[src/rtl/seven_segment_pkg.sv]
// -----------------------------------------------------------------------------
// seven_segment_pkg
// Shared definitions for the seven-segment scanner:
//   - SEG_W      : number of segment lines ({g,f,e,d,c,b,a})
//   - seg_t      : segment vector type
//   - SEG_TABLE  : active-high hex glyph table, entry n is the glyph for nibble n
//   - inactive_level() : pin level that means "off" for a given polarity
// -----------------------------------------------------------------------------
package seven_segment_pkg;

  localparam int SEG_W = 7;

  typedef logic [SEG_W-1:0] seg_t;

  // Glyphs 0-9, A, b, C, d, E, F in active-high {g..a} order.
  localparam seg_t SEG_TABLE [16] = '{
    7'h3F, 7'h06, 7'h5B, 7'h4F, 7'h66, 7'h6D, 7'h7D, 7'h07,
    7'h7F, 7'h6F, 7'h77, 7'h7C, 7'h39, 7'h5E, 7'h79, 7'h71
  };

  // An active-low pin is off at 1, an active-high pin is off at 0.
  function automatic logic inactive_level(input logic active_low);
    return active_low;
  endfunction

endpackage

[src/rtl/seven_segment_decoder.sv]
// -----------------------------------------------------------------------------
// seven_segment_decoder
// Combinational hex nibble to active-high seven-segment glyph.
// Ports:
//   nibble : in  4      hex value to display
//   seg    : out SEG_W  active-high segments {g,f,e,d,c,b,a}
// -----------------------------------------------------------------------------
module seven_segment_decoder
  import seven_segment_pkg::*;
(
  input  logic [3:0] nibble,
  output seg_t       seg
);

  // Table lookup; every nibble value has a glyph.
  always_comb begin
    seg = SEG_TABLE[nibble];
  end

endmodule

[src/rtl/seven_segment_scanner.sv]
// -----------------------------------------------------------------------------
// seven_segment_scanner
// Time-multiplexed DIGITS-digit seven-segment driver running on the board
// clock. Each digit owns a slot of DIV clocks; the first cycle of every slot is
// dead (anti-ghosting) and the remainder is PWM-gated by the brightness code.
// Inputs are latched into shadow registers only at the frame boundary, so a
// frame is always drawn from one consistent snapshot.
//
// Optional feature: define SEVEN_SEGMENT_SCANNER_LZB_EN to enable leading-zero
// blanking (computed from the values latched at each frame boundary).
//
// Ports:
//   clk      : in  1           system clock
//   rst_x    : in  1           asynchronous active-low reset
//   i_data   : in  4*DIGITS    hex nibble per digit, [4k+3:4k] is digit k
//   i_dp     : in  DIGITS      decimal-point request per digit
//   i_blank  : in  DIGITS      force digit k dark
//   i_bright : in  PWM_BITS    brightness code
//   o_seg    : out 7           segments {g,f,e,d,c,b,a}
//   o_dp     : out 1           decimal point
//   o_select : out DIGITS      digit anode select, one-hot when active
//   o_frame  : out 1           one-cycle pulse following each frame boundary
// -----------------------------------------------------------------------------
module seven_segment_scanner
  import seven_segment_pkg::*;
#(
  parameter int DIGITS     = 4,
  parameter int DIV        = 1024,
  parameter int PWM_BITS   = 3,
  parameter int ACTIVE_LOW = 1
) (
  input  logic                  clk,
  input  logic                  rst_x,
  input  logic [4*DIGITS-1:0]   i_data,
  input  logic [DIGITS-1:0]     i_dp,
  input  logic [DIGITS-1:0]     i_blank,
  input  logic [PWM_BITS-1:0]   i_bright,
  output logic [SEG_W-1:0]      o_seg,
  output logic                  o_dp,
  output logic [DIGITS-1:0]     o_select,
  output logic                  o_frame
);

  // The slot counter cnt (0..DIV-1) is held as {phase, step}: step counts
  // clocks inside one PWM phase and phase is cnt / STEP directly, which avoids
  // a divider when DIV is not a power of two.
  localparam int STEP   = DIV >> PWM_BITS;
  localparam int STEP_W = (STEP > 1) ? $clog2(STEP) : 1;
  localparam int SLOT_W = (DIGITS > 1) ? $clog2(DIGITS) : 1;

  localparam logic                OFF        = inactive_level(ACTIVE_LOW != 0);
  localparam logic [STEP_W-1:0]   STEP_LAST  = STEP_W'(STEP - 1);
  localparam logic [PWM_BITS-1:0] PHASE_LAST = {PWM_BITS{1'b1}};
  localparam logic [SLOT_W-1:0]   SLOT_LAST  = SLOT_W'(DIGITS - 1);

  logic [STEP_W-1:0]          step_cnt;
  logic [PWM_BITS-1:0]        phase;
  logic [SLOT_W-1:0]          slot;
  logic                       cnt_zero;
  logic                       slot_end;
  logic                       frame_end;

  logic [DIGITS-1:0][3:0]     sh_data;
  logic [DIGITS-1:0]          sh_dp;
  logic [DIGITS-1:0]          sh_blank;
  logic [PWM_BITS-1:0]        sh_bright;
  logic [DIGITS-1:0]          lzb_mask;

  seg_t                       seg_dec;
  seg_t                       seg_next;
  logic                       dp_next;
  logic [DIGITS-1:0]          sel_next;

  assign cnt_zero  = (step_cnt == {STEP_W{1'b0}}) && (phase == {PWM_BITS{1'b0}});
  assign slot_end  = (step_cnt == STEP_LAST) && (phase == PHASE_LAST);
  assign frame_end = slot_end && (slot == SLOT_LAST);

  // Prescaler and slot counter.
  always_ff @(posedge clk or negedge rst_x) begin
    if (!rst_x) begin
      step_cnt <= {STEP_W{1'b0}};
      phase    <= {PWM_BITS{1'b0}};
      slot     <= {SLOT_W{1'b0}};
    end else begin
      if (step_cnt == STEP_LAST) begin
        step_cnt <= {STEP_W{1'b0}};
        phase    <= phase + PWM_BITS'(1);   // wraps to 0 at the end of the slot
      end else begin
        step_cnt <= step_cnt + STEP_W'(1);
      end
      if (slot_end) begin
        slot <= (slot == SLOT_LAST) ? {SLOT_W{1'b0}} : slot + SLOT_W'(1);
      end
    end
  end

  // Frame snapshot of all display inputs; blank-all at reset keeps frame one dark.
  always_ff @(posedge clk or negedge rst_x) begin
    if (!rst_x) begin
      sh_data   <= '0;
      sh_dp     <= {DIGITS{1'b0}};
      sh_blank  <= {DIGITS{1'b1}};
      sh_bright <= {PWM_BITS{1'b0}};
    end else if (frame_end) begin
      sh_data   <= i_data;
      sh_dp     <= i_dp;
      sh_blank  <= i_blank;
      sh_bright <= i_bright;
    end
  end

`ifdef SEVEN_SEGMENT_SCANNER_LZB_EN
  logic [DIGITS-1:0] lzb_next;
  logic              lzb_chain;

  // Walk from the top digit down; a zero without dp stays in the chain.
  always_comb begin
    lzb_next  = {DIGITS{1'b0}};
    lzb_chain = 1'b1;
    for (int k = DIGITS - 1; k >= 1; k--) begin
      if (lzb_chain && (i_data[4*k +: 4] == 4'h0) && !i_dp[k]) begin
        lzb_next[k] = 1'b1;
      end else begin
        lzb_chain = 1'b0;
      end
    end
  end

  // Suppression mask latched together with the frame snapshot.
  always_ff @(posedge clk or negedge rst_x) begin
    if (!rst_x) begin
      lzb_mask <= {DIGITS{1'b0}};
    end else if (frame_end) begin
      lzb_mask <= lzb_next;
    end
  end
`else
  assign lzb_mask = {DIGITS{1'b0}};
`endif

  seven_segment_decoder u_decoder (
    .nibble (sh_data[slot]),
    .seg    (seg_dec)
  );

  // Active-high view of what the current slot should show this cycle.
  always_comb begin
    sel_next = {DIGITS{1'b0}};
    seg_next = {SEG_W{1'b0}};
    dp_next  = 1'b0;
    if (!cnt_zero && (phase <= sh_bright) && !sh_blank[slot] && !lzb_mask[slot]) begin
      sel_next[slot] = 1'b1;
      seg_next       = seg_dec;
      dp_next        = sh_dp[slot];
    end else begin
      sel_next = {DIGITS{1'b0}};
      seg_next = {SEG_W{1'b0}};
      dp_next  = 1'b0;
    end
  end

  // Registered pins; XOR with OFF converts active-high to the pin polarity.
  always_ff @(posedge clk or negedge rst_x) begin
    if (!rst_x) begin
      o_seg    <= {SEG_W{OFF}};
      o_dp     <= OFF;
      o_select <= {DIGITS{OFF}};
      o_frame  <= 1'b0;
    end else begin
      o_seg    <= seg_next ^ {SEG_W{OFF}};
      o_dp     <= dp_next ^ OFF;
      o_select <= sel_next ^ {DIGITS{OFF}};
      o_frame  <= frame_end;
    end
  end

endmodule

[config.mk]
export PLATFORM = sky130hd
export DESIGN_NAME = seven_segment_scanner
export DESIGN_NICKNAME = d
export VERILOG_FILES = /design/src/rtl/seven_segment_pkg.sv /design/src/rtl/seven_segment_decoder.sv /design/src/rtl/seven_segment_scanner.sv
export SDC_FILE = /design/constraint.sdc
export NUM_CORES = 1
export LEC_CHECK = 0
export CAP_MARGIN = 20
export CORE_MARGIN = 2
export CORE_UTILIZATION = 35
export CTS_CLUSTER_DIAMETER = 120
export DETAILED_ROUTE_END_ITERATION = 10
export GPL_TIMING_DRIVEN = 0
export SYNTH_ARGS = -nofsm -noshare
export SYNTH_HDL_FRONTEND = slang
export SYNTH_SLANG_ARGS = --single-unit
[constraint.sdc]
create_clock -name clk -period 2.6 [get_ports clk]
set_input_delay 0.26 -clock clk [delete_from_list [all_inputs] [get_ports clk]]
set_output_delay 0.26 -clock clk [all_outputs]
set_load 0.03 [all_outputs]
==> results of run 1 <==
==> Yosys cell counts <==
master / count
a21oi_1: 3
a32oi_1: 1
and2_1: 1
and3_1: 1
buf_4: 1
buf_6: 3
clkbuf_1: 2
dfrtp_1: 36
dfstp_2: 16
ha_1: 18
inv_1: 13
mux2_2: 12
mux2_4: 19
mux2i_1: 7
mux4_2: 5
nand2_1: 16
nand3_1: 4
nand3_2: 1
nand3_4: 1
nor2_1: 6
nor2_2: 1
nor2b_1: 1
nor3_1: 2
nor4_1: 1
o211ai_1: 3
o21ai_0: 3
o221ai_1: 3
o22ai_1: 1
o311ai_0: 1
or4_1: 1
xnor2_1: 2
xor2_1: 8
==> cells in the final DEF, fill, tap and decap left out, types with 2 or more instances in the layout <==
cell	instances
mux2i_1	7
inv_1	13
ha_1	18
mux4_2	5
o211ai_1	3
nor2_1	6
nand3_1	4
a21oi_1	3
o21ai_0	3
inv_6	2
nor3_1	2
clkbuf_1	2
dfrtp_1	36
dfstp_2	16
nand2_1	16
clkdlybuf4s50_1	40
xor2_1	8
o221ai_1	3
mux2_2	12
mux2_4	19
xnor2_1	2
clkbuf_8	6
buf_6	3
==> flip-flops by register name, indices dropped and copies added (netlist names) <==
| register | count |
|---|---|
| phase | 3 |
| sh_dp | 4 |
| sh_blank | 4 |
| step_cnt | 7 |
| slot | 2 |
| sh_bright | 3 |
| o_dp | 1 |
| o_frame | 1 |
| sh_data | 16 |
| o_select | 4 |
| o_seg | 7 |
==> power by group through the flow <==
stage | logic [mW] | registers (mW) | clock network (mW)
floorplan | 0.0755 | 0.904 | 0
global placement | 0.191 | 0.884 | 0
detailed placement | 0.197 | 0.884 | 0
CTS | 0.199 | 0.869 | 0.533
global route | 0.213 | 0.873 | 0.559
finish | 0.196 | 0.868 | 0.502
==> area by class of cell <==
type | count | area (um^2)
Tap cell | 99 | 124
Fill cell | 668 | 3980
Inverter | 13 | 48.8
Sequential cell | 52 | 1320
Buffer | 6 | 48.8
Multi-Input combinational cell | 122 | 1200
Clock buffer | 6 | 82.6
Timing Repair Buffer | 43 | 435
Clock inverter | 2 | 17.5
==> layer usage <==
layer,track usage,share of wire,up-vias
li1,-,-,772
met1,0.166,0.48,759
met2,0.188,0.46,43
met3,0.0225,0.039,5
met4,0.0500,0.018,0
met5,0,0,-
==> cells by family (layout without fill, tap and decap cells) <==
group | Yosys count | after routing
xor+xnor | 10 | 10
compound gates | 15 | 15
simple gates | 36 | 36
buf+inv | 19 | 70
mux | 43 | 43
fa+ha+maj | 18 | 18
flops | 52 | 52
==> worst paths after layout <==
kind	to	slack, ns	cells after the start
worst max-delay path	o_seg[5]	0.39	8
min in group clk	step_cnt[6]	0.50	1
worst max register to register	o_seg[5]	0.39	8
max in group asynchronous	o_dp	1.48	3
worst min register to register	step_cnt[6]	0.50	1
worst min-delay path	sh_dp[1]	0.49	2
==> per-stage QoR <==
| stage | hold slack, ns | util |
|---|---|---|
| after floorplan | -0.0356 | - |
| after global placement | 0.482 | 0.434 |
| after detailed placement | 0.315 | 0.436 |
| after CTS | 0.504 | 0.452 |
| after global routing | 0.519 | 0.452 |
| final | 0.489 | 0.452 |
==> repair_timing <==
item	4_1_cts	5_1_grt
hold buffers	1	0
endpoints found under the hold margin	22	0
gates resized for setup	0	0
==> metrics.txt, run 1 <==
placed insts 334; Final Non-Filler Cells 343; WL/cell 13.4 um; final hold vios 0; Clock Pin Slew Worst Setup and Hold Paths 0.10 ns; crit path buf inv count 3; Worst-Margin Slew 0.605 ns; GPL Wtd Cong 0.739; Synth warnings 0; DRT Pass-1 Iters 4; Pint 1.18 mW; Critical Path Source slot[0]; Setup CP Type reg -> reg; Via density 4.60; cell leakage power 1.48 nW; Final Setup Violations 0; Yosys cell types 32; fin nets 290; pre-CTS WS 0.418 ns; FMAX 453 MHz; Area after DPL 3170 um^2; CP peak stage delay 0.59 ns; buffers added on ports 41; Slowest cell on crit path mux4_2; initial drt markers 45; share of the synthesized area in the top cell type 0.344; Setup crit end kind flip-flop; worst flop-to-flop path startpoint slot[0]; run status finished clean; # DRC 0; core area 7250 um^2; Detailed Place HPWL 3420 um; critical path required time 2.83 ns; setup ws final 0.393 ns; post-synthesis adder-cell area fraction 0.0861; CP startpoint kind flip-flop; synthesized flop and latch total 52; synthesized cell area 2620 um^2; Boundary Pins 42; Pwr Total 1.57 mW; Synth area leader dfrtp_1; H-tree levels 2; dominant cells by area after synthesis dfrtp_1 34%, dfstp_2 16%, mux2_4 11%; share of layout cells above drive strength 1 0.283; first-pass GRT wire length 7920 um; setup TNS 0 ns; clk_lat worst skew 0.31 ns; CTS tree built; Synth Area in Simple Gates 0.0684; Die H 90.5 um; sequential power share 0.554; setup bufs post-CTS 0; mux cell area share after synthesis 0.231; clock share of power 0.321; worst hold path type in -> async; Max-slew headroom 0.597; min cycle time layout 2.21 ns; post-synthesis compound-gate area fraction 0.0392; fin area 3280 um^2; clock skew 0.00994 ns; Ant. Diodes 0; area grow syn2layout 25.2%; ANT nets after route 0; register area share after synthesis 0.505; largest net degree at the start of global routing 28; largest family of logic cells by synthesized area multiplexers; Synth Area in XOR/XNOR 0.0335; cell-by-cell trace of the critical path buf_4 > mux4_2 > inv_1 > ha_1 > inv_1 > nor2_1 > a21oi_1 > o221ai_1; critical path's top delay family multiplexers; Routed WL 4590 um; clk root buf clkbuf_8; # rows 31; peak supply drop 0.224 mV; fin crit share 0.849; clk buf depth 2; total CTS buffers 5; All-Layer GR Usage 0.121; crit path max fanout 10; Max Cap Viol 0; combinational group share of total power 0.125; initial core utilization 0.361; total die area 8180 um^2; vias in the first global route 1580; syn nets 240; cells after synthesis 193; P_sw 0.383 mW; initial antenna violation count 0; RSZ-0062 raised after global routing false; Sw Share 0.245; grt ovf 0; WP data arrival 2.43 ns; total power density per cell area 478 nW/um^2; CP most frequent cell inv_1; synthesized area per cell 13.6 um^2; Slew Viols, Final 0; DR vias 1579; Die X 90.5 um; TritonCTS Sinks 52
Note: power is estimated with default switching activity, not from simulation.
==> inputs of run 2 (changes only) <==
Clock period 2.6 ns to 1.89 ns, I/O delays scaled along.
==> metrics.txt, run 2 (same netlist as run 1, synthesis figures left out) <==
run status finished clean (unchanged); Pint 1.80 mW (was 1.18 mW); critical path required time 2.11 ns (was 2.83 ns); total die area 8180 um^2 (unchanged); DRT Pass-1 Iters 6 (was 4); crit path max fanout 6 (was 10); DR vias 1619 (was 1579); Via density 4.56 (was 4.60); Die H 90.5 um (unchanged); Die X 90.5 um (unchanged); All-Layer GR Usage 0.120 (was 0.121); clk root buf clkbuf_8 (unchanged); max reg flops 16 (unchanged); Setup crit end o_seg[0] (was o_seg[5]); cells on worst reg2reg path 6 (was 8); WL/cell 13.0 um (was 13.4 um); multi-input logic area 1230 um^2 (was 1200 um^2); most common cell after layout, fill and taps aside clkdlybuf4s50_1 (unchanged); largest registers sh_data x16, o_seg x7, step_cnt x7 (unchanged); clk buf depth 2 (unchanged); Detailed Place HPWL 3300 um (was 3420 um); ANT nets after route 0 (unchanged); Sw Share 0.218 (was 0.245); share of layout cells above drive strength 1 0.371 (was 0.283); Setup crit end kind flip-flop (unchanged); fillcell total 671 (was 668); Pwr Total 2.30 mW (was 1.57 mW); total CTS buffers 5 (unchanged); sequential power share 0.519 (was 0.554); P_sw 0.503 mW (was 0.383 mW); worst hold path type in -> async (unchanged); WP data arrival 2.06 ns (was 2.43 ns); combinational group share of total power 0.124 (was 0.125); Boundary Pins 42 (unchanged); initial drt markers 59 (was 45); fin nets 302 (was 290); buffers added on ports 41 (unchanged); RSZ-0062 raised after global routing true (was false); Routed WL 4620 um (was 4590 um); total power density per cell area 664 nW/um^2 (was 478 nW/um^2); # rows 31 (unchanged); pre-CTS WS -0.265 ns (was 0.418 ns); Final Setup Violations 0 (unchanged); worst flop-to-flop path startpoint slot[0] (unchanged); clock skew 0.00868 ns (was 0.00994 ns); peak supply drop 0.242 mV (was 0.224 mV); reg2reg setup slack 0.05 ns (was 0.39 ns); grt ovf 0 (unchanged); clock share of power 0.357 (was 0.321); Critical Path Source slot[0] (unchanged); Max-slew headroom 0.527 (was 0.597); reg-to-reg critical path endpoint o_seg[0] (was o_seg[5]); vias in the first global route 1650 (was 1580); final hold vios 0 (unchanged); Ant. Diodes 0 (unchanged); fin crit share 0.972 (was 0.849); H-tree levels 2 (unchanged); setup ws final 0.0534 ns (was 0.393 ns); CTS tree built (unchanged); Clock Pin Slew Worst Setup and Hold Paths 0.09 ns (was 0.10 ns); CP startpoint kind flip-flop (unchanged); Setup CP Type reg -> reg (unchanged); first-pass GRT wire length 7800 um (was 7920 um); area grow syn2layout 32.4% (was 25.2%); cell leakage power 1.56 nW (was 1.48 nW); sequential cell area 1320 um^2 (about the same); core area 7250 um^2 (unchanged); initial antenna violation count 0 (unchanged); min cycle time layout 1.84 ns (was 2.21 ns); initial core utilization 0.361 (unchanged); TritonCTS Sinks 52 (unchanged); clk_lat worst skew 0.30 ns (was 0.31 ns); Slew Viols, Final 0 (unchanged); Max Cap Viol 0 (unchanged); GPL Wtd Cong 0.725 (was 0.739); most frequent cells in the layout 40 x clkdlybuf4s50_1, 34 x dfrtp_1, 19 x mux2_4 (was 40 x clkdlybuf4s50_1, 36 x dfrtp_1, 19 x mux2_4); Worst-Margin Slew 0.710 ns (was 0.605 ns); # DRC 0 (unchanged); Top reg by flops sh_data (unchanged); largest net degree at the start of global routing 31 (was 28); FMAX 544 MHz (was 453 MHz)
[run 2: cell types whose count changed in the layout (fill, tap and decap cells not counted), sizes merged]
cell | before | now
buf | 6 | 18
inv | 15 | 12
bufinv | 0 | 1
clkbuf | 8 | 9
clkinvlp | 0 | 1
[run 2: power groups by stage]
| stage | Sequential, mW | Combinational (mW) | Clock [mW] |
|---|---|---|---|
| floorplan | 1.24 | 0.104 | 0 |
| global placement | 1.22 | 0.264 | 0 |
| detailed placement | 1.22 | 0.272 | 0 |
| CTS | 1.20 | 0.279 | 0.855 |
| global route | 1.20 | 0.308 | 0.906 |
| finish | 1.19 | 0.284 | 0.822 |
[run 2: worst min-delay path by stage]
stage	from	end	slack, ns
floorplan	rst_x	o_frame	-0.11
global placement	step_cnt[6]	step_cnt[6]	0.48
detailed placement	rst_x	sh_bright[1]	0.29
CTS	rst_x	phase[1]	0.48
global route	i_data[15]	sh_data[15]	0.48
finish	rst_x	sh_bright[2]	0.47
[run 2: worst max-delay path, cell delays in order (launching register included)]
cell and delay (ns):
dfrtp_2 0.39, buf_8 0.13, mux4_2 0.56, buf_4 0.18, ha_2 0.20, nor3_2 0.17, o21ai_0 0.13
[run 2: what timing repair did]
item                                    CTS  global route
endpoints found under the setup margin   31            34
endpoints found under the hold margin    15             0
pin swaps                                 0             2
setup buffers                             9             3
hold buffers                              1             0
gates cloned                              0             0
gates resized for setup                   9            14
[run 2: area by class of cell]
| class | count | area share |
|---|---|---|
| flip-flops and latches | 52 | 0.382 |
| inverters | 13 | 0.0159 |
| well taps | 99 | 0.0358 |
| multi-input cells | 122 | 0.355 |
| clock buffers | 7 | 0.0278 |
| clock inverters | 1 | 0.00867 |
| repair buffers | 55 | 0.155 |
| plain buffers | 6 | 0.0199 |
[run 2: metal layers]
metal / GRT usage / part of all wire / vias to the layer above
li1: - / - / 802
met4: 0.0462 / 0.016 / 0
met3: 0.0309 / 0.039 / 5
met5: 0 / 0 / -
met2: 0.193 / 0.47 / 33
met1: 0.154 / 0.47 / 779
[run 2: metrics by stage]
stage,util,std cells,setup TNS (ns),hold WS (ns),cell area (um^2)
4_1_cts,0.469,352,0,0.477,3400
5_1_grt,0.477,355,-0.114,0.479,3460
3_3_place_gp,0.435,333,-41.32,0.481,3150
6_report,0.477,355,0,0.465,3460
3_5_place_dp,0.438,334,-3.96,0.286,3180
2_1_floorplan,-,193,0,-0.107,2620
==> inputs of run 3 (changes only) <==
Settings changed: CORE_UTILIZATION 35 to 48, PLACE_DENSITY set to 0.76.
==> metrics.txt, run 3 (same netlist as run 1, synthesis figures left out) <==
# rows 26 (was 31); initial drt markers 94 (was 59); grt ovf 0 (unchanged); Detailed Place HPWL 3210 um (was 3300 um); Slew Viols, Final 0 (unchanged); max reg flops 16 (unchanged); fin nets 306 (was 302); Die X 77.8 um (was 90.5 um); largest registers sh_data x16, o_seg x7, step_cnt x7 (unchanged); total die area 6060 um^2 (was 8180 um^2); worst flop-to-flop path startpoint slot[0] (unchanged); reg-to-reg critical path endpoint o_seg[1] (was o_seg[0]); area grow syn2layout 31.6% (was 32.4%); min cycle time layout 1.84 ns (about the same); pre-CTS WS -0.169 ns (was -0.265 ns); placed insts 305 (was 334); DR vias 1663 (was 1619); WP data arrival 2.06 ns (about the same); clk_lat worst skew 0.31 ns (was 0.30 ns); core area 5170 um^2 (was 7250 um^2); Setup crit end kind flip-flop (unchanged); fin crit share 0.976 (was 0.972); initial core utilization 0.506 (was 0.361); RSZ-0062 raised after global routing true (unchanged); Final Non-Filler Cells 330 (was 355); clk buf depth 2 (unchanged); worst hold margin 0.348 ns (was 0.465 ns); H-tree levels 2 (unchanged); total CTS buffers 5 (unchanged); most common cell after layout, fill and taps aside clkdlybuf4s50_1 (unchanged); FMAX 542 MHz (was 544 MHz); run status finished clean (unchanged); fin area 3440 um^2 (was 3460 um^2); Max Cap Viol 0 (unchanged); Clock Pin Slew Worst Setup and Hold Paths 0.09 ns (about the same); peak supply drop 0.316 mV (was 0.242 mV); crit path max fanout 8 (was 6); first-pass GRT wire length 7530 um (was 7800 um); Ant. Diodes 0 (unchanged); DRT Pass-1 Iters 4 (was 6); Top reg by flops sh_data (unchanged); Area after DPL 3130 um^2 (was 3180 um^2); Worst-Margin Slew 0.430 ns (was 0.710 ns); fillcell total 372 (was 671); setup ws final 0.0462 ns (was 0.0534 ns); initial antenna violation count 0 (unchanged); multi-input logic area 1270 um^2 (was 1230 um^2); final hold vios 0 (unchanged); Via density 5.04 (was 4.56); largest net degree at the start of global routing 34 (was 31); clock skew 0.00892 ns (was 0.00868 ns); TritonCTS Sinks 52 (unchanged); buffers added on ports 41 (unchanged); WL/cell 14.6 um (was 13.0 um); Final Setup Violations 0 (unchanged); Routed WL 4830 um (was 4620 um); ANT nets after route 0 (unchanged); worst hold path type in -> async (unchanged); # DRC 0 (unchanged); total power density per cell area 610 nW/um^2 (was 664 nW/um^2); most frequent cells in the layout 40 x clkdlybuf4s50_1, 34 x dfrtp_1, 19 x mux2_4 (unchanged); CTS tree built (unchanged); sequential cell area 1320 um^2 (unchanged); Setup CP Type reg -> reg (unchanged); Die H 77.8 um (was 90.5 um); clk root buf clkbuf_8 (unchanged); critical path required time 2.11 ns (about the same); cells on worst reg2reg path 6 (unchanged); cell leakage power 1.56 nW (about the same); CP startpoint kind flip-flop (unchanged); GPL Wtd Cong 0.826 (was 0.725); vias in the first global route 1592 (was 1650); share of layout cells above drive strength 1 0.385 (was 0.371); reg2reg setup slack 0.05 ns (about the same); All-Layer GR Usage 0.162 (was 0.120); Boundary Pins 42 (unchanged); Max-slew headroom 0.708 (was 0.527)
[run 3: changes by cell type in the layout (fill, tap and decap cells not counted), moves of 2 or more]
cell      change
buf_4         +5
clkbuf_8      -2
a21oi_1       -2
inv_2         -2
ha_4          +2
inv_1         +2
a21oi_2       +2
clkbuf_1      +2
[run 3: timing repair]
| item | 4_1_cts | 5_1_grt |
|---|---|---|
| buffers inserted | 6 | 10 |
| endpoints found under the hold margin | 9 | 0 |
| hold buffers | 1 | 0 |
| endpoints found under the setup margin | 31 | 34 |
| pin swaps | 0 | 3 |
| resized for setup | 9 | 20 |
[run 3: final cells by class]
type | instances | share of cell area
Timing Repair Buffer | 59 | 0.161
Clock inverter | 1 | 0.00145
Buffer | 6 | 0.0200
Clock buffer | 7 | 0.0222
Tap cell | 70 | 0.0254
Inverter | 13 | 0.0156
Multi-Input combinational cell | 122 | 0.370
Sequential cell | 52 | 0.384
[run 3: how the worst max path moves through the flow]
stage,startpoint,end,slack (ns),depth (start not counted)
3_3_place_gp,rst_x,sh_data[1],-0.80,1
6_report,slot[0],o_seg[1],0.05,6
5_1_grt,slot[0],o_seg[4],-0.03,8
3_5_place_dp,slot[0],o_seg[4],-0.17,8
2_1_floorplan,slot[0],o_seg[4],0.02,8
4_1_cts,slot[0],o_seg[5],-0.003,8
[run 3: metrics by stage]
stage / utilization / power (mW) / setup TNS, ns
after floorplan: - / 1.35 / 0
after global placement: 0.603 / 1.47 / -35.64
after detailed placement: 0.606 / 1.48 / -2.67
after CTS: 0.636 / 2.10 / -0.00319
after global routing: 0.666 / 2.19 / -0.116
final: 0.666 / 2.10 / 0
[run 3: worst max-delay path, cell delays in order (launching register included)]
cell	delay, ns
dfrtp_2	0.41
buf_8	0.14
mux4_2	0.62
inv_4	0.13
ha_4	0.21
a21oi_1	0.12
o221ai_1	0.13
[run 3: where the power goes]
part           internal [mW]  leakage, nW  total (mW)  switching, mW
clock                  0.261       0.0422       0.614          0.353
sequential              1.17        0.600        1.20         0.0239
combinational          0.162        0.914       0.292          0.130
[run 3: per-layer routing]
metal / wire length (um) / track usage
met5: 0 / 0
met4: 105 / 0.0768
met3: 200 / 0.0395
met2: 2300 / 0.239
met1: 2230 / 0.225
==> patch 1, RTL diff (config.mk and constraints of run 3) <==
The option `SEVEN_SEGMENT_SCANNER_LZB_EN` is turned on by a define.
--- a/src/rtl/seven_segment_scanner.sv
+++ b/src/rtl/seven_segment_scanner.sv
@@ -22,4 +22,6 @@
 //   o_frame  : out 1           one-cycle pulse following each frame boundary
 // -----------------------------------------------------------------------------
+`define SEVEN_SEGMENT_SCANNER_LZB_EN
+
 module seven_segment_scanner
   import seven_segment_pkg::*;
Function: same outputs for any inputs over 10 cycles, from zero or initial values and one cycle with rst_x low; that may be too few to reach the edited logic, so the function may still have changed.
==> patch 1 against run 3 <==
The flow now finishes with violations (setup timing). Clock power rose by 13%. Power rose by 8.4%. Die area rose by 8.6%. Wire length rose by 10%. Global-route usage rose by 2.2 points. Critical endpoint is now o_seg[0]. Area after synthesis rose by 9.1%. Final area rose by 7.6%. Combinational power rose by 12%. Sequential cell count rose by 3. Highest routed layer unchanged. Core utilization fell by 2.9 points. Worst setup slack got worse by 0.072 ns.
==> patch 1: results (changes against run 3) <==
run status finished with violations; failing checks setup timing; sw frac 23.20% (-0.92 points); arrival time worst endpoint 2.15 ns (+0.09 ns); wire length of the first global-routing pass 9059 um (+20%); timing endpoint of the critical path o_seg[0]; fin worst setup slack -0.02625 ns (-0.07248 ns); # fillers 463 (+24%); final setup violating endpoints 1 (+1); Critical Path Fanout Max 5 (-3); final weighted congestion in routability-driven placement 0.7917 (-4.2%); path depth of the worst reg2reg path 7 (+1); post-route setup TNS -0.02625 ns (-0.02625 ns); initial DRC count 83 (-12%); static leakage power 0.001639 uW (+5.3%); sum of routed wire length over all layers 5323 um (+10%); routed vias/inst 5.282 (+4.8%); worst reg2reg startpoint slot[0]; share of layout cells above drive strength 1 36.07% (-2.4 points); worst setup skew after layout 0.007290 ns (-0.001632 ns); cell area after placement 3376 um^2 (+7.7%); number of global-route vias before repair 1882 (+18%); Place WS -0.1656 ns (+0.003818 ns); maximum number of pins on one net before global-route repair 39 (+15%); number of instances in the synthesized netlist 220 (+14%); cell types occupying the most area after synthesis sky130_fd_sc_hd__dfrtp_1, sky130_fd_sc_hd__dfstp_2, sky130_fd_sc_hd__mux2_4; GRT Resource Usage Total 18.41% (+2.2 points); count of different cell masters after synthesis 41 (+28%); worst hold margin 0.3389 ns (-0.008997 ns); placed insts 337 (+10%); Worst-Margin Slew 0.5439 ns (+0.1141 ns); sequential fraction of the synthesis area 48.93% (-1.6 points); Final nets 326 (+6.5%); cell types with the highest counts after synthesis sky130_fd_sc_hd__dfrtp_1, sky130_fd_sc_hd__mux2_4, sky130_fd_sc_hd__ha_1; Cell Count, Final, Fillers Out 355 (+7.6%)
-- patch 1: per-layer routing --
metal  up-vias  track usage [%]  share of wire, %
met2        42            28.84                49
met5         -                0                 0
met1       926            24.82                46
met3         7            3.778               3.4
li1        900                -                 -
met4         0            8.136               2.0
-- patch 1: area by class of cell --
class / instances / area (um^2) / share of cell area (%)
inverters: 13 / 53.80 / 1.452
flip-flops and latches: 55 / 1398 / 37.72
multi-input cells: 145 / 1489 / 40.19
clock buffers: 8 / 100.1 / 2.702
well taps: 75 / 93.84 / 2.533
repair buffers: 52 / 506.7 / 13.68
plain buffers: 7 / 63.81 / 1.722
-- patch 1: timing repair --
| action | in CTS | in global routing |
|---|---|---|
| pin swaps | 2 | 9 |
| cloned | 1 | 0 |
| gates resized for setup | 8 | 27 |
| endpoints found under the setup margin | 38 | 12 |
| hold buffers | 1 | 0 |
| endpoints found under the hold margin | 7 | 0 |
| buffers inserted | 8 | 1 |
-- patch 1: power by group through the flow --
stage / registers (uW) / clock network (uW) / logic, uW
floorplan: 1310 / 0 / 121
global placement: 1280 / 0 / 287
detailed placement: 1280 / 0 / 295
CTS: 1260 / 710 / 313
global route: 1260 / 768 / 357
finish: 1260 / 692 / 328
-- patch 1: cells by family after synthesis --
logic type | Yosys count | share of synthesized area [%]
AO/OA/AOI/OAI | 25 | 6.094
multiplexers | 43 | 21.66
XOR/XNOR | 8 | 2.455
AND/OR/NAND/NOR | 51 | 9.339
adder cells (fa/ha/maj) | 18 | 7.891
buffers and inverters | 20 | 3.639
flip-flops | 55 | 48.93
==> patch 2, RTL diff (config.mk and constraints of run 3) <==
Made on the original files. Register the inputs `i_blank` and `i_bright` before use, with the module's reset. The logic sees them one clock later. The other inputs are not delayed to match.
--- a/src/rtl/seven_segment_scanner.sv
+++ b/src/rtl/seven_segment_scanner.sv
@@ -54,4 +54,17 @@
   localparam logic [SLOT_W-1:0]   SLOT_LAST  = SLOT_W'(DIGITS - 1);
 
+  logic [DIGITS-1:0] i_blank_q;
+  logic [PWM_BITS-1:0] i_bright_q;
+
+  always_ff @(posedge clk or negedge rst_x) begin
+    if (!rst_x) begin
+      i_blank_q  <= '0;
+      i_bright_q <= '0;
+    end else begin
+      i_blank_q  <= i_blank;
+      i_bright_q <= i_bright;
+    end
+  end
+
   logic [STEP_W-1:0]          step_cnt;
   logic [PWM_BITS-1:0]        phase;
@@ -105,6 +118,6 @@
       sh_data   <= i_data;
       sh_dp     <= i_dp;
-      sh_blank  <= i_blank;
-      sh_bright <= i_bright;
+      sh_blank  <= i_blank_q;
+      sh_bright <= i_bright_q;
     end
   end
Function: same outputs for any inputs over 10 cycles, from zero or initial values and one cycle with rst_x low; that may be too few to reach the edited logic, so the function may still have changed.
==> patch 2 against run 3 <==
Wire length up 8.1%. Sequential cell count increased by 7. Highest routed layer unchanged. Critical path depth down 1. Area after synthesis increased by 6.7%. Largest power group unchanged. Power grew 38%. Worst setup slack worse by 0.025 ns. Global-route usage is 0.97 points higher. Sequential share of layout area is 0.44 points higher. Via count rose by 6.9%. Final area grew 12%. Final cell count rose by 6.7%. Count of clock-buffer cells in the layout grew 5.
==> patch 2: results (changes against run 3) <==
met1 layer wirelength in the final routing 2198 um (-1.3%); final weighted congestion in routability-driven placement 0.7741 (-6.3%); run status finished clean; sw frac 21.67% (-2.4 points); Final nets 322 (+5.2%); count of non-CTS buffers in the layout 70 (+7.7%); fraction of area in registers 38.89% (+0.44 points); # fillers 396 (+6.5%); Layout clock area frac 5.913% (+3.6 points); average instance area after synthesis 13.96 um^2 (+3.0%); number of cells traversed by the worst hold path 1; sequential fraction of the synthesis area 53.61% (+3.1 points); wire length of the first global-routing pass 8135 um (+8.0%); Place WS -0.2011 ns (-0.03173 ns); static leakage power 0.001765 uW (+13%); Net Count, Synth 247 (+2.9%); Final non-clock buffer share 18.55% (+0.42 points); GR Util met2 26.25% (+2.4 points); r2r setup slk 0.02 ns (-0.02 ns); cell types occupying the most area after synthesis sky130_fd_sc_hd__dfrtp_1, sky130_fd_sc_hd__dfstp_2, sky130_fd_sc_hd__mux2_4; Post-DP HPWL 3337 um (+3.8%); share of the synthesized area in compound gates (AO/OA/AOI/OAI) 3.675% (-0.25 points); vias after detailed routing 1778 (+6.9%); fraction of met1 tracks used by global routing 21.58% (-0.88 points); Skew-Pair Late Insertion Delay 0.35 ns (+0.04 ns); placed insts 314 (+3.0%); inverter count 13 (unchanged); multiplexer fraction of the synthesized cell area 21.60% (-1.4 points); cell types with the highest counts after synthesis sky130_fd_sc_hd__dfrtp_1, sky130_fd_sc_hd__mux2_4, sky130_fd_sc_hd__ha_1; Clk pin slew, worst setup/hold paths 0.07 ns (-0.02 ns); GRT Resource Usage Total 17.16% (+0.97 points); M3 GR Usage 5.281% (+1.3 points); Reg-to-Reg End o_seg[2]; power consumed by combinational cells 261 uW (-11%); maximum number of pins on one net before global-route repair 36 (+5.9%); routed length per placed instance 14.84 um (+1.3%); headroom to the max-slew limit 62.74% (-8.0 points); xor-xnor portion of the synthesized cell area 3.138% (-0.21 points); area occupied by multi-input gates 1267 um^2 (-0.39%); slowest stage cell, crit path sky130_fd_sc_hd__mux4_2; Critical Path Max Stage Delay 0.57 ns (-0.05 ns); sum of routed wire length over all layers 5223 um (+8.1%); register bit total from synthesis 59 (+13%); class of the tightest hold or removal check in -> reg; H-tree lvl count 3 (+1); Critical Path Fanout Max 5 (-3); path depth of the worst reg2reg path 5 (-1); initial DRC count 95 (+1.1%); routed wl met3 247 um (+24%); metal2 WL 2654 um (+15%); clock buffer instance count of the final layout 12 (+5); clock network fraction of total power 44.9% (+16 points); drt pass-1 iters 4 (unchanged); fraction of the mapped netlist area in adder cells 8.068% (-0.54 points); largest voltage drop on the vdd net 0.0007460 V (+140%); share of layout cells above drive strength 1 40.71% (+2.3 points); worst setup skew after layout 0.01028 ns (+0.001357 ns); total CTS buffers 9 (+4)
[patch 2: cell types whose count changed in the layout (fill, tap and decap cells not counted), moves of 2 or more]
cell	delta
sky130_fd_sc_hd__inv_1	-2
sky130_fd_sc_hd__clkbuf_8	+6
sky130_fd_sc_hd__bufinv_16	+2
sky130_fd_sc_hd__inv_2	+2
sky130_fd_sc_hd__buf_6	+2
sky130_fd_sc_hd__dfrtp_1	+8
sky130_fd_sc_hd__clkbuf_16	+2
sky130_fd_sc_hd__buf_12	+2
sky130_fd_sc_hd__buf_8	-2
[patch 2: repair_timing]
action / in CTS / in global routing
resized for setup: 8 / 27
setup buffers: 10 / 9
endpoints found under the setup margin: 31 / 33
pin swaps: 0 / 3
hold buffers: 1 / 0
cloned: 0 / 2
endpoints found under the hold margin: 13 / 0
[patch 2: how the worst max path moves through the flow]
stage | startpoint | slack [ns] | depth (start not counted) | end
6_report | slot[0] | 0.02 | 5 | o_seg[2]
5_1_grt | slot[0] | -0.04 | 6 | o_seg[6]
4_1_cts | step_cnt[0] | 0.008 | 8 | sh_data[2]
3_5_place_dp | slot[0] | -0.20 | 8 | o_seg[4]
3_3_place_gp | rst_x | -1.13 | 1 | sh_data[14]
2_1_floorplan | slot[0] | 0.02 | 8 | o_seg[4]
[patch 2: per-stage QoR]
| stage | setup TNS [ns] | hold WS [ns] | area [um^2] | power (uW) |
|---|---|---|---|---|
| after global placement | -59.63 | 0.4583 | 3296 | 1594 |
| after CTS | 0 | 0.2694 | 3640 | 2910 |
| after global routing | -0.2306 | 0.2779 | 3851 | 3014 |
| final | 0 | 0.2751 | 3851 | 2902 |
| after floorplan | 0 | -0.1066 | 2795 | 1472 |
| after detailed placement | -4.175 | 0.2095 | 3311 | 1604 |
